$ cat config.mk
export PLATFORM = sky130hd
export DESIGN_NAME = pattern_bist
export DESIGN_NICKNAME = d
export VERILOG_FILES = /design/src/rtl/pattern_bist.sv
export SDC_FILE = /design/constraint.sdc
export NUM_CORES = 1
export LEC_CHECK = 0
export ABC_AREA = 1
export BUFFER_PORTS_ARGS = -buffer_cell sky130_fd_sc_hd__buf_4
export CAP_MARGIN = 5
export CORE_MARGIN = 5
export CORE_UTILIZATION = 49
export CTS_BUF_LIST = sky130_fd_sc_hd__clkbuf_4
export DETAILED_ROUTE_END_ITERATION = 16
export PLACE_DENSITY = 0.78
export SYNTH_ARGS = -nofsm -noshare
export SYNTH_HDL_FRONTEND = slang
export SYNTH_SLANG_ARGS = --single-unit
$ cat constraint.sdc
create_clock -name clk -period 1.45 [get_ports clk]
set_input_delay 0.435 -clock clk [delete_from_list [all_inputs] [get_ports clk]]
set_output_delay 0.435 -clock clk [all_outputs]
set_load 0.02 [all_outputs]
$ cat src/rtl/pattern_bist.sv
// pattern_bist: BIST pattern driver and 16-bit serial signature compactor
// for a single-output combinational gate under test.
// Optional feature: define PATTERN_LFSR_EN to drive patterns from an 8-bit
// Galois LFSR (seed 8'h01) instead of the exhaustive binary counter.
module pattern_bist #(
    parameter int WIDTH     = 8,
    parameter int PAT_COUNT = 256
) (
    input  logic             clk,
    input  logic             rst,
    input  logic             start,
    input  logic [15:0]      golden,
    input  logic             response,
    output logic [WIDTH-1:0] pattern,
    output logic             busy,
    output logic             done,
    output logic [15:0]      signature,
    output logic             pass
);

    localparam int IW = $clog2(PAT_COUNT) + 1;

    typedef enum logic [1:0] {
        IDLE = 2'd0,
        RUN  = 2'd1,
        DONE = 2'd2
    } state_t;

    state_t            state;
    state_t            state_nxt;
    logic [IW-1:0]     index;
    logic              last;
    logic              fb;
    logic [WIDTH-1:0]  pat_first;
    logic [WIDTH-1:0]  pat_next;

    assign last = (index == IW'(PAT_COUNT - 1));
    assign fb   = signature[15] ^ response;

`ifdef PATTERN_LFSR_EN
    generate
        if (WIDTH != 8) begin : g_width_check
            $error("pattern_bist: PATTERN_LFSR_EN requires WIDTH == 8");
        end
    endgenerate

    assign pat_first = WIDTH'(1);
    assign pat_next  = {1'b0, pattern[WIDTH-1:1]} ^ (pattern[0] ? WIDTH'(8'hB8) : '0);
`else
    assign pat_first = '0;
    // pattern tracks the low bits of index, so the next pattern is index+1
    assign pat_next  = WIDTH'(index + 1'b1);
`endif

    // State register
    always_ff @(posedge clk or posedge rst) begin
        if (rst) begin
            state <= IDLE;
        end else begin
            state <= state_nxt;
        end
    end

    // Next-state logic; start is ignored while RUN
    always_comb begin
        state_nxt = state;
        case (state)
            IDLE:    if (start) state_nxt = RUN;
            RUN:     if (last)  state_nxt = DONE;
            DONE:    if (start) state_nxt = RUN;
            default: state_nxt = IDLE;
        endcase
    end

    // Status outputs decoded from state
    always_comb begin
        busy = (state == RUN);
        done = (state == DONE);
        pass = done && (signature == golden);
    end

    // Pattern, index and signature datapath; frozen on the final RUN edge
    always_ff @(posedge clk or posedge rst) begin
        if (rst) begin
            pattern   <= '0;
            signature <= '0;
            index     <= '0;
        end else begin
            case (state)
                IDLE, DONE: begin
                    if (start) begin
                        pattern   <= pat_first;
                        signature <= 16'hFFFF;
                        index     <= '0;
                    end
                end
                RUN: begin
                    signature <= {signature[14:0], 1'b0} ^ (fb ? 16'h1021 : 16'h0000);
                    index     <= index + 1'b1;
                    if (!last) begin
                        pattern <= pat_next;
                    end
                end
                default: ;
            endcase
        end
    end

endmodule

==> impl_metrics.env <==
export IMPL_worstPathMaxFanout=2
export IMPL_worstSetupEndpointType="primary output"
export IMPL_ir_drop_v=0.00124
export IMPL_leakagePower_nw=1.50
export IMPL_critPathLaunch="signature[7]"
export IMPL_grt_antenna_before_repair=0
export IMPL_violations="negative setup slack"
export IMPL_ant_nets=0
export IMPL_fin_crit_ps=1980
export IMPL_grt_pass1_vias=1770
export IMPL_drcViolationCount=0
export IMPL_setup_viol=23
export IMPL_diodes=0
export IMPL_ys_seq_area_share_pct=48.7
export IMPL_post_dp_hpwl_mm=3.44
export IMPL_wire_per_inst_um=15.0
export IMPL_timing_slew_headroom_pct=84.9
export IMPL_cts_sinks=35
export IMPL_final_util_pct=81.2
export IMPL_clkLatencyLatePin_ps=350
export IMPL_path_clk_slew_ps=110
export IMPL_total_power_mw=6.81
export IMPL_ys_seq_elements=35
export IMPL_htreeDepth=2
export IMPL_skew_ps=18.9
export IMPL_max_cap_violations=0
export IMPL_final_hold_viol_count=0
export IMPL_finalCritPeriodShare_pct=136
export IMPL_hold_ws_ps=137
export IMPL_nets=349
export IMPL_viasPerCell=5.14
export IMPL_synth_cells=228
export IMPL_criticalPathCategory="reg2out"
export IMPL_hp_class="in2async"
export IMPL_cts_tree="done"
export IMPL_slew_violations=0
export IMPL_gr_total_overflow=0
export IMPL_routed_wirelength_mm=5.63
export IMPL_io_buffers=46
export IMPL_crit_path_start_kind="flip-flop"
export IMPL_worstPathArrival_ps=1540
export IMPL_cts_hold_buf=0
export IMPL_layout_cells_non_filler=376
export IMPL_die_h_um=70.6
export IMPL_clk_path_buf_depth=2
export IMPL_tritoncts_num_buffers=5
export IMPL_clock_fmax_mhz=506
export IMPL_power_density_nw_per_um2=2330
export IMPL_r2r_end="pattern[6]"
export IMPL_die_x_um=70.6
export IMPL_num_vias=1932
export IMPL_status="finished with violations"
export IMPL_ys_warn_count=0
export IMPL_root_buffer="clkbuf_4"
export IMPL_syn_nets=250
export IMPL_gp_congestion=0.899
export IMPL_drt_iter0_markers=137
export IMPL_track_usage_pct=20.7
export IMPL_core_um2=3610
export IMPL_syn_avg_cell_area_um2=7.88
export IMPL_rrSetupSlack_ps=-160
export IMPL_synth_cell_area_um2=1800
export IMPL_finalSetupTns_ps=-2100
export IMPL_grt_max_degree=36
export IMPL_syn2layout_area_growth_pct=63.0
export IMPL_layout_setup_ws_ps=-525
export IMPL_worstRegToRegCells=8
export IMPL_placed_cells=351
export IMPL_grt_pass1_wl_mm=8.18
export IMPL_drive_gt1_share_pct=45.4
export IMPL_reg2reg_from="index[0]"
export IMPL_first_pass_iters=4
export IMPL_critPathRequiredTime_ps=1020
export IMPL_worst_slew_pin_slew_ps=225
export IMPL_grt_setup_unrepaired="yes"
export IMPL_dieArea_um2=4980
export IMPL_start_util_pct=49.8
export IMPL_rows=22
export IMPL_ys_types=22
export IMPL_num_io_pins=47
sequential cells by signal (all words and copies together) (netlist names):
name,count
signature,16
index,9
pattern,8
state,2
worst max path at each step:
stage | to | cells past startpoint
2_1_floorplan | pass | 7
3_3_place_gp | pass | 7
3_5_place_dp | pass | 7
4_1_cts | pass | 8
5_1_grt | pass | 8
6_report | pass | 6
through the flow:
stage | area [um^2] | setup WS (ps)
global placement | 2480 | -291
CTS | 2740 | -470
global route | 2930 | -610
finish | 2930 | -525
floorplan | 1830 | -3.27
detailed placement | 2480 | -305
timing repair:
item                                    4_1_cts  5_1_grt
gates resized for setup                      41       38
endpoints found under the setup margin       25       32
gates cloned                                  1        0
pin swaps                                     3        5
buffers inserted                             10       10
layout make-up:
type / instances / area, um^2
fillers: 208 / 678
multi-input cells: 148 / 868
inverters: 39 / 156
well taps: 48 / 60.1
clock inverters: 2 / 7.51
repair buffers: 97 / 892
flip-flops and latches: 35 / 891
repair inverters: 1 / 7.51
clock buffers: 6 / 45.0
worst max-delay path: stages (launching register included):
cell and delay, ps:
dfrtp_2 440, xnor2_2 180, nand2_1 100, nor2_1 140, nand3_2 120, nor2_4 100, buf_6 120
synthesized netlist by cell type:
| master | number | share of area, % |
|---|---|---|
| a21oi_1 | 3 | 0.84 |
| buf_2 | 3 | 0.84 |
| buf_4 | 1 | 0.42 |
| buf_6 | 2 | 1.3 |
| dfrtp_1 | 35 | 49 |
| ha_1 | 2 | 1.4 |
| inv_1 | 38 | 7.9 |
| inv_2 | 1 | 0.21 |
| nand2_1 | 59 | 12 |
| nand2_2 | 1 | 0.35 |
| nand2_4 | 2 | 1.3 |
| nand3_1 | 16 | 4.5 |
| nand4_1 | 1 | 0.35 |
| nor2_1 | 12 | 2.5 |
| o211ai_1 | 1 | 0.42 |
| o21ai_0 | 35 | 9.7 |
| o21ai_1 | 4 | 1.1 |
| o21ai_2 | 2 | 0.98 |
| o21ai_4 | 1 | 0.91 |
| o22ai_1 | 3 | 1.0 |
| xnor2_1 | 4 | 1.9 |
| xor2_1 | 2 | 0.98 |
metal layers:
metal | GRT usage [%] | part of all wire (%)
met3 | 4.55 | 7.2
met1 | 26.5 | 38
met4 | 6.26 | 2.3
met5 | 0 | 0
met2 | 35.2 | 52
layout by cell type (no fill, tap or decap), types with 5 or more instances in the layout:
master / netlist / routed
buf_4: 1 / 58
buf_6: 2 / 37
clkbuf_4: 0 / 6
dfrtp_1: 35 / 23
dfrtp_2: 0 / 12
inv_1: 38 / 34
nand2_1: 59 / 53
nand2_2: 1 / 5
nand3_1: 16 / 14
nor2_1: 12 / 9
o21ai_0: 35 / 26
o21ai_1: 4 / 6
o21ai_2: 2 / 9
cell families (layout without fill, tap and decap cells):
kind of cell | count (synthesis) | after routing | synth area share (%)
xor gates and xnor gates | 6 | 6 | 2.92
buffers and inverters | 45 | 145 | 10.7
and+or+nand+nor | 91 | 91 | 21.2
DFF | 35 | 35 | 48.7
adders and majority gates | 2 | 2 | 1.39
AOI/OAI and AO/OA | 49 | 49 | 15.0
report_power, final:
group	internal (mW)	total, mW	switching [mW]
logic	2.17	4.40	2.23
clock network	0.198	0.522	0.324
registers	1.49	1.88	0.390
total	3.87	6.81	2.94
Power figures use the tool's default switching activity.
